===== src/rtl/sram_port_arbiter_if.sv =====
// Request/response bundle for one side of the SRAM-style req/addr_ok/data_ok handshake.
// The master issues requests and commands; the slave accepts them and returns read data.
interface sram_port_arbiter_if;
  logic        req;
  logic        wr;
  logic [1:0]  size;
  logic [31:0] addr;
  logic [3:0]  wstrb;
  logic [31:0] wdata;
  logic        addr_ok;
  logic        data_ok;
  logic [31:0] rdata;

  modport master (
    output req, wr, size, addr, wstrb, wdata,
    input  addr_ok, data_ok, rdata
  );

  modport slave (
    input  req, wr, size, addr, wstrb, wdata,
    output addr_ok, data_ok, rdata
  );
endinterface


===== src/rtl/sram_port_arbiter.sv =====
// Shares one memory port between instruction fetch and data access, one access in flight.
// Data wins ties until MAX_DATA_STREAK back-to-back data grants have starved a waiting fetch.
module sram_port_arbiter #(
  parameter int MAX_DATA_STREAK = 4
) (
  input logic                 clk,
  input logic                 reset,
  sram_port_arbiter_if.slave  inst_if,
  sram_port_arbiter_if.slave  data_if,
  sram_port_arbiter_if.master mem_if
);

  localparam logic [1:0] ST_IDLE = 2'd0;
  localparam logic [1:0] ST_ADDR = 2'd1;
  localparam logic [1:0] ST_RESP = 2'd2;

  localparam logic [3:0] STREAK_LIMIT = 4'(MAX_DATA_STREAK);

  logic [1:0]  state_q, state_d;
  logic        owner_data_q, owner_data_d;
  logic [3:0]  streak_q, streak_d;
  logic        cmd_wr_q, cmd_wr_d;
  logic [1:0]  cmd_size_q, cmd_size_d;
  logic [31:0] cmd_addr_q, cmd_addr_d;
  logic [3:0]  cmd_wstrb_q, cmd_wstrb_d;
  logic [31:0] cmd_wdata_q, cmd_wdata_d;

  logic grant_data;
  logic grant_inst;
  logic addr_accept;
  logic resp_accept;
  logic mem_active;
  logic inst_data_ok;
  logic data_data_ok;

  always_comb begin
    grant_data = 1'b0;
    grant_inst = 1'b0;
    if (state_q == ST_IDLE) begin
      grant_data = data_if.req && (!inst_if.req || (streak_q < STREAK_LIMIT));
      grant_inst = inst_if.req && !grant_data;
    end
  end

  // Handshakes from memory only count in the state that is waiting for them.
  assign addr_accept = (state_q == ST_ADDR) && mem_if.addr_ok;
  assign resp_accept = (state_q == ST_RESP) && mem_if.data_ok;

  always_comb begin
    state_d      = state_q;
    owner_data_d = owner_data_q;
    streak_d     = streak_q;
    cmd_wr_d     = cmd_wr_q;
    cmd_size_d   = cmd_size_q;
    cmd_addr_d   = cmd_addr_q;
    cmd_wstrb_d  = cmd_wstrb_q;
    cmd_wdata_d  = cmd_wdata_q;

    case (state_q)
      ST_IDLE: begin
        if (grant_data) begin
          state_d      = ST_ADDR;
          owner_data_d = 1'b1;
          cmd_wr_d     = data_if.wr;
          cmd_size_d   = data_if.size;
          cmd_addr_d   = data_if.addr;
          cmd_wstrb_d  = data_if.wstrb;
          cmd_wdata_d  = data_if.wdata;
          if (inst_if.req) begin
            streak_d = (streak_q >= STREAK_LIMIT) ? STREAK_LIMIT : streak_q + 4'd1;
          end else begin
            streak_d = 4'd0;
          end
        end else if (grant_inst) begin
          state_d      = ST_ADDR;
          owner_data_d = 1'b0;
          cmd_wr_d     = 1'b0;
          cmd_size_d   = 2'd2;
          cmd_addr_d   = inst_if.addr;
          cmd_wstrb_d  = 4'd0;
          cmd_wdata_d  = 32'd0;
          streak_d     = 4'd0;
        end
      end
      ST_ADDR: begin
        if (addr_accept) begin
          state_d = ST_RESP;
        end
      end
      ST_RESP: begin
        if (resp_accept) begin
          state_d = ST_IDLE;
        end
      end
      default: begin
        state_d = ST_IDLE;
      end
    endcase
  end

  always_ff @(posedge clk or posedge reset) begin
    if (reset) begin
      state_q      <= ST_IDLE;
      owner_data_q <= 1'b0;
      streak_q     <= 4'd0;
      cmd_wr_q     <= 1'b0;
      cmd_size_q   <= 2'd0;
      cmd_addr_q   <= 32'd0;
      cmd_wstrb_q  <= 4'd0;
      cmd_wdata_q  <= 32'd0;
    end else begin
      state_q      <= state_d;
      owner_data_q <= owner_data_d;
      streak_q     <= streak_d;
      cmd_wr_q     <= cmd_wr_d;
      cmd_size_q   <= cmd_size_d;
      cmd_addr_q   <= cmd_addr_d;
      cmd_wstrb_q  <= cmd_wstrb_d;
      cmd_wdata_q  <= cmd_wdata_d;
    end
  end

  // The memory command is only presented while the request is up.
  assign mem_active   = (state_q == ST_ADDR);
  assign mem_if.req   = mem_active;
  assign mem_if.wr    = mem_active & cmd_wr_q;
  assign mem_if.size  = mem_active ? cmd_size_q  : 2'd0;
  assign mem_if.addr  = mem_active ? cmd_addr_q  : 32'd0;
  assign mem_if.wstrb = mem_active ? cmd_wstrb_q : 4'd0;
  assign mem_if.wdata = mem_active ? cmd_wdata_q : 32'd0;

  assign inst_data_ok = resp_accept & ~owner_data_q;
  assign data_data_ok = resp_accept &  owner_data_q;

  assign inst_if.addr_ok = addr_accept & ~owner_data_q;
  assign inst_if.data_ok = inst_data_ok;
  assign inst_if.rdata   = inst_data_ok ? mem_if.rdata : 32'd0;

  assign data_if.addr_ok = addr_accept & owner_data_q;
  assign data_if.data_ok = data_data_ok;
  assign data_if.rdata   = data_data_ok ? mem_if.rdata : 32'd0;

endmodule


===== src/flat_wrapper.sv =====
// flat-port wrapper written by rule: the top's interface ports become plain ports
module sram_port_arbiter_flat 
#(
  parameter int MAX_DATA_STREAK = 4
)
  (clk, reset, inst_if_req, inst_if_wr, inst_if_size, inst_if_addr, inst_if_wstrb, inst_if_wdata, inst_if_addr_ok, inst_if_data_ok, inst_if_rdata, data_if_req, data_if_wr, data_if_size, data_if_addr, data_if_wstrb, data_if_wdata, data_if_addr_ok, data_if_data_ok, data_if_rdata, mem_if_req, mem_if_wr, mem_if_size, mem_if_addr, mem_if_wstrb, mem_if_wdata, mem_if_addr_ok, mem_if_data_ok, mem_if_rdata);
  sram_port_arbiter_if inst_if_i ();
  sram_port_arbiter_if data_if_i ();
  sram_port_arbiter_if mem_if_i ();
  input logic clk;
  input logic reset;
  input wire logic [$bits(inst_if_i.req)-1:0] inst_if_req;
  input wire logic [$bits(inst_if_i.wr)-1:0] inst_if_wr;
  input wire logic [$bits(inst_if_i.size)-1:0] inst_if_size;
  input wire logic [$bits(inst_if_i.addr)-1:0] inst_if_addr;
  input wire logic [$bits(inst_if_i.wstrb)-1:0] inst_if_wstrb;
  input wire logic [$bits(inst_if_i.wdata)-1:0] inst_if_wdata;
  output wire logic [$bits(inst_if_i.addr_ok)-1:0] inst_if_addr_ok;
  output wire logic [$bits(inst_if_i.data_ok)-1:0] inst_if_data_ok;
  output wire logic [$bits(inst_if_i.rdata)-1:0] inst_if_rdata;
  input wire logic [$bits(data_if_i.req)-1:0] data_if_req;
  input wire logic [$bits(data_if_i.wr)-1:0] data_if_wr;
  input wire logic [$bits(data_if_i.size)-1:0] data_if_size;
  input wire logic [$bits(data_if_i.addr)-1:0] data_if_addr;
  input wire logic [$bits(data_if_i.wstrb)-1:0] data_if_wstrb;
  input wire logic [$bits(data_if_i.wdata)-1:0] data_if_wdata;
  output wire logic [$bits(data_if_i.addr_ok)-1:0] data_if_addr_ok;
  output wire logic [$bits(data_if_i.data_ok)-1:0] data_if_data_ok;
  output wire logic [$bits(data_if_i.rdata)-1:0] data_if_rdata;
  output wire logic [$bits(mem_if_i.req)-1:0] mem_if_req;
  output wire logic [$bits(mem_if_i.wr)-1:0] mem_if_wr;
  output wire logic [$bits(mem_if_i.size)-1:0] mem_if_size;
  output wire logic [$bits(mem_if_i.addr)-1:0] mem_if_addr;
  output wire logic [$bits(mem_if_i.wstrb)-1:0] mem_if_wstrb;
  output wire logic [$bits(mem_if_i.wdata)-1:0] mem_if_wdata;
  input wire logic [$bits(mem_if_i.addr_ok)-1:0] mem_if_addr_ok;
  input wire logic [$bits(mem_if_i.data_ok)-1:0] mem_if_data_ok;
  input wire logic [$bits(mem_if_i.rdata)-1:0] mem_if_rdata;
  assign inst_if_i.req = inst_if_req;
  assign inst_if_i.wr = inst_if_wr;
  assign inst_if_i.size = inst_if_size;
  assign inst_if_i.addr = inst_if_addr;
  assign inst_if_i.wstrb = inst_if_wstrb;
  assign inst_if_i.wdata = inst_if_wdata;
  assign inst_if_addr_ok = inst_if_i.addr_ok;
  assign inst_if_data_ok = inst_if_i.data_ok;
  assign inst_if_rdata = inst_if_i.rdata;
  assign data_if_i.req = data_if_req;
  assign data_if_i.wr = data_if_wr;
  assign data_if_i.size = data_if_size;
  assign data_if_i.addr = data_if_addr;
  assign data_if_i.wstrb = data_if_wstrb;
  assign data_if_i.wdata = data_if_wdata;
  assign data_if_addr_ok = data_if_i.addr_ok;
  assign data_if_data_ok = data_if_i.data_ok;
  assign data_if_rdata = data_if_i.rdata;
  assign mem_if_req = mem_if_i.req;
  assign mem_if_wr = mem_if_i.wr;
  assign mem_if_size = mem_if_i.size;
  assign mem_if_addr = mem_if_i.addr;
  assign mem_if_wstrb = mem_if_i.wstrb;
  assign mem_if_wdata = mem_if_i.wdata;
  assign mem_if_i.addr_ok = mem_if_addr_ok;
  assign mem_if_i.data_ok = mem_if_data_ok;
  assign mem_if_i.rdata = mem_if_rdata;
  sram_port_arbiter #(.MAX_DATA_STREAK(MAX_DATA_STREAK)) u_core (.clk(clk), .reset(reset), .inst_if(inst_if_i), .data_if(data_if_i), .mem_if(mem_if_i));
endmodule

===== config.mk =====
export PLATFORM = sky130hd
export DESIGN_NAME = sram_port_arbiter_flat
export DESIGN_NICKNAME = d
export VERILOG_FILES = /design/src/rtl/sram_port_arbiter_if.sv /design/src/rtl/sram_port_arbiter.sv /design/src/flat_wrapper.sv
export SDC_FILE = /design/constraint.sdc
export NUM_CORES = 1
export LEC_CHECK = 0
export BUFFER_PORTS_ARGS = -buffer_cell sky130_fd_sc_hd__buf_2
export CORE_AREA = 3 3 124 126
export CTS_CLUSTER_SIZE = 30
export DETAILED_ROUTE_END_ITERATION = 8
export DIE_AREA = 0 0 127 129
export PLACE_DENSITY = 0.62
export SLEW_MARGIN = 20
export SYNTH_ARGS = -nofsm -noshare
export SYNTH_HDL_FRONTEND = slang
export SYNTH_SLANG_ARGS = --single-unit

===== constraint.sdc =====
create_clock -name clk -period 5.3 [get_ports clk]
set_input_delay 0.265 -clock clk [delete_from_list [all_inputs] [get_ports clk]]
set_output_delay 0.265 -clock clk [all_outputs]
set_load 0.05 [all_outputs]

; Word-level counts from Yosys, hierarchy flattened
; Cells that the tools add are included.
[word_totals]
register_bits = 78
latch_bits = 0
ram_bits = 0
rom_bits = 0
input_bits = 180
output_inout_bits = 140
n_memories = 0
[classes]
add_sub_neg = 1
multipliers = 0
div = 0
magnitude_cmp = 2
eq_ne = 5
n_shift = 0
n_mux = 27
n_bitwise = 6
n_reduce_logical = 11
[op_table]
columns = operator, count
row1 = $mux 32, 8
row2 = $mux 4, 6
row3 = $mux 2, 7
row4 = $pmux 2 s3, 1
row5 = $and 1x1->1, 5
row6 = $mux 1, 5
row7 = $add 4x1->4 const B, 1
row8 = $ge 4x3->1 const B, 1
row9 = $logic_and 1x1->1, 4
row10 = $lt 4x3->1 const B, 1
row11 = $ne 2x1->1 const B, 2
row12 = $ne 3x1->1 const B, 1
row13 = $reduce_and 3->1, 1
row14 = $eq 2x1->1 const B, 1
row15 = $eq 2x2->1 const B, 1
row16 = $logic_not 1->1, 2
row17 = $logic_not 2->1, 1
row18 = $reduce_and 2->1, 1
row19 = $reduce_bool 2->1, 1
row20 = $logic_or 1x1->1, 1
row21 = $not 1->1, 1

; Longest topological paths before layout
[logic_depth]
word_depth = 9
depth_mapped = 5
mapped_depth_nobuf = 3

; Worst setup path before layout
; Ideal clock, no wire load.
[synth_path]
path_type = reg-to-output
startpoint = register u_core.state_q[0]
endpoint = output port inst_if_addr_ok
arrival_ns = 1.987
setup_slack_ns = 3.048
path_stages_with_launch = 5
n_path_buf = 1
cell_sequence = dfrtp_1 -> nor2b_1 -> clkbuf_1 -> nand2_1 -> nor2_1
[synth_via]
elab_chain_cells = 3
[synth_rtl]
columns = element, line_no
row1 = from (decl), sram_port_arbiter.sv:19  ; logic [1:0] state_q, state_d;
row2 = from (signal assigned), sram_port_arbiter.sv:112  ; state_q <= state_d;
row3 = $eq 2x1->1, --
row4 = net mem_if_req, flat_wrapper.sv:30  ; output wire logic [$bits(mem_if_i.req)-1:0] mem_if_req;
row5 = $logic_and 1x1->1, sram_port_arbiter.sv:46  ; assign addr_accept = (state_q == ST_ADDR) && mem_if.addr_ok;
row6 = $and 1x1->1, sram_port_arbiter.sv:135  ; assign inst_if.addr_ok = addr_accept & ~owner_data_q;
row7 = to (decl), flat_wrapper.sv:18  ; output wire logic [$bits(inst_if_i.addr_ok)-1:0] inst_if_addr_ok;
; The timed path passes the listed nets, and every way through them passes these cells.

; Worst setup path after layout
[layout_path]
startpoint = register u_core.state_q[0]
endpoint = output port mem_if_wdata[3]
[layout_via]
elab_chain_cells = 2
[layout_rtl]
columns = element, line_no
row1 = $eq 2x1->1, sram_port_arbiter.sv:124  ; assign mem_active = (state_q == ST_ADDR);
row2 = $mux 32, sram_port_arbiter.sv:130  ; assign mem_if.wdata = mem_active ? cmd_wdata_q : 32'd0;
row3 = to (decl), flat_wrapper.sv:35  ; output wire logic [$bits(mem_if_i.wdata)-1:0] mem_if_wdata;
; No other way between the ends.

==> results.toml <==
[outcome]
status = "completed"

[floorplanning]
dieArea_sq_mm = 0.0164
dieWidth_um = 127
start_util_pct = 30.5
die_height_um = 129
rows = 44
core_area_sq_mm = 0.0144
io_pins = 320

[cells_and_area]
fillers = 1445
area_growth_pct = 42.4
final_layout_size_suffix_gt1_share_pct = 45.5
mostFrequentLayoutCells = "buf_2, and2_1, dfrtp_1"
final_nets = 861
mostFrequentLayoutCell = "buf_2"

[sta]
hold_viol_final = 0
worst_slew_pin_slew_ns = 0.861
slew_violations = 0
slew_headroom_pct = 42.5
fin_hold_ws_ns = 0.125
fin_crit_ns = 2.69
final.setup.tns_ns = 0
setup_viol_count_final = 0
period_share_pct = 50.8
fin_worst_skew_ns = 0.00822
rsz0062_at_grt = "false"
clock.fmax_mhz = 371

[clock_network]
path_clk_slew_ns = 0.06
cts_setup_buffers = 0
clkLatencyLatePin_ns = 0.34
cts_tree = "built"
clockBufferDepth = 2
clock_sinks = 78
post_cts_resized = 0
numCtsBuffers = 9
cts_max_level = 3
holdBufCountCts = 0
cts_root_buf = "clkbuf_16"

[synthesis]
synth_cells = 427
synth_cell_types = 31
synthesis.area_sq_mm = 0.00440
yosysWarnings = 0
synth_compound_area_share_pct = 21.9
syn_avg_cell_area_sq_um = 10.3
synth_fa_ha_area_share_pct = 0.284
ys_ff_latch = 78
ys_seq_area_share_pct = 44.4
synth_top_family_by_area = "simple AND/OR/NAND/NOR gates"
synth_mux_area_share_pct = 0
synthesis.nets = 608
synth-xor-area-share_pct = 0
synth-simple-area-share_pct = 28.4

[placement]
numPortBuffers = 280
post-dp-hpwl_um = 10900
gp_congestion = 0.807

[route]
routed_wl_um = 15000
drc = 0
dr.pass1.iters = 4
drt_iter0_markers = 212
vias = 4343
wl_per_cell_um = 17.2
postRouteAntennaNets = 0
drt-vias-per-instance = 4.99

[global_route]
grt_pass1_wl_um = 22300
grt_pass1_vias = 4204
grtUsageTotal_pct = 17.2
antenna_found_initial = 2
grt_max_degree = 79
grt.overflow.total = 0

[hold_path]
hold_path_class = "in2async"

[setup_path]
end_kind = "output pin"
crit_fanout = 43
worstPathRequired_ns = 5.04
critical_path_class = "reg2out"
cp.arrival_ns = 2.43
cp-start-kind = "flip-flop"

[power]
ir_drop_mv = 0.273
p_per_area_mw_per_mm2 = 637
leakagePower_nw = 3.36

[run]
max_cap_viol_count = 0
[cell type report]
class | instances | area (sq um) | area share, %
diodes | 2 | 5.00 | 0.0799
clock buffers | 11 | 233 | 3.71
clock inverters | 5 | 83.8 | 1.34
inverters | 2 | 8.76 | 0.140
multi-input cells | 301 | 2270 | 36.2
flip-flops and latches | 78 | 1950 | 31.2
well taps | 184 | 230 | 3.67
repair buffers | 288 | 1490 | 23.7
[worst max-delay path: stages (launching register included)]
cell     delay, ns
dfrtp_1       0.52
nor2b_4       0.63
buf_4         0.45
and2_1        0.20
buf_2         0.27
[cells by family after synthesis]
kind of cell,count (synthesis)
compound gates,112
fa+ha+maj,1
buf+inv,48
flops,78
simple gates,188
[sequential cells by signal, summed over array words and instances, names as in the netlist]
name and cells:
u_core.cmd_wr_q 1, u_core.streak_q 4, u_core.cmd_wdata_q 32, u_core.cmd_wstrb_q 4, u_core.owner_data_q 1, u_core.state_q 2
u_core.cmd_addr_q 32, u_core.cmd_size_q 2
[metal layers]
metal	up-vias	GRT usage (%)	share of wire, %
li1	2058	-	-
met1	2062	20.5	39
met2	195	29.9	52
met3	28	3.15	6.8
met4	0	8.71	2.9
met5	-	0	0
[power breakdown]
group,internal [W],switching [W]
clock,0.000414,0.000249
sequential,0.000867,0.000147
combinational,0.000738,0.00158
[synth_stat cells]
cell type / number / area (sq um)
nand2b_1: 2 / 12.5
o41ai_1: 1 / 8.76
nor3b_1: 1 / 7.51
a22o_1: 38 / 333
nor2_4: 1 / 11.3
nand4b_1: 1 / 8.76
nand3_2: 1 / 10.0
o21ai_1: 1 / 5.00
nand2_1: 5 / 18.8
buf_2: 12 / 60.1
clkbuf_1: 30 / 113
nor2b_1: 1 / 6.26
buf_6: 3 / 33.8
and4_1: 32 / 280
inv_1: 2 / 7.51
a32o_1: 1 / 10.0
nor2_1: 2 / 7.51
a311o_1: 32 / 320
dfrtp_1: 78 / 1950
buf_4: 1 / 7.51
o21ai_2: 1 / 8.76
or2_1: 1 / 6.26
and3_1: 2 / 12.5
and2_1: 136 / 851
a21o_1: 1 / 7.51
o31ai_1: 1 / 7.51
nor3_1: 1 / 5.00
o21ai_0: 3 / 15.0
nor2_2: 2 / 12.5
o21a_1: 33 / 248
ha_1: 1 / 12.5
[final timing paths]
check,from,end,slack [ns],depth (start not counted)
hold / removal,reset,u_core.cmd_wdata_q[17],0.12,3
min in group clk,data_if_wdata[29],u_core.cmd_wdata_q[29],0.14,2
setup / recovery,u_core.state_q[0],mem_if_wdata[3],2.61,4
setup reg to reg,u_core.state_q[0],u_core.cmd_addr_q[21],2.93,4
max in group asynchronous,reset,u_core.cmd_addr_q[24],4.66,3
hold reg to reg,u_core.streak_q[0],u_core.streak_q[0],0.49,1
[through the flow]
stage	cell area (sq um)	setup slack (ns)	cells	util [%]	total power (W)
2_1_floorplan	4400	3.04	427	-	0.00281
3_3_place_gp	5900	2.98	852	40.9	0.00329
3_5_place_dp	5910	2.90	852	40.9	0.00332
4_1_cts	6220	2.52	868	43.1	0.00400
5_1_grt	6260	2.44	871	43.4	0.00421
6_report	6260	2.61	871	43.4	0.00399
(Power assumes the default switching activity.)
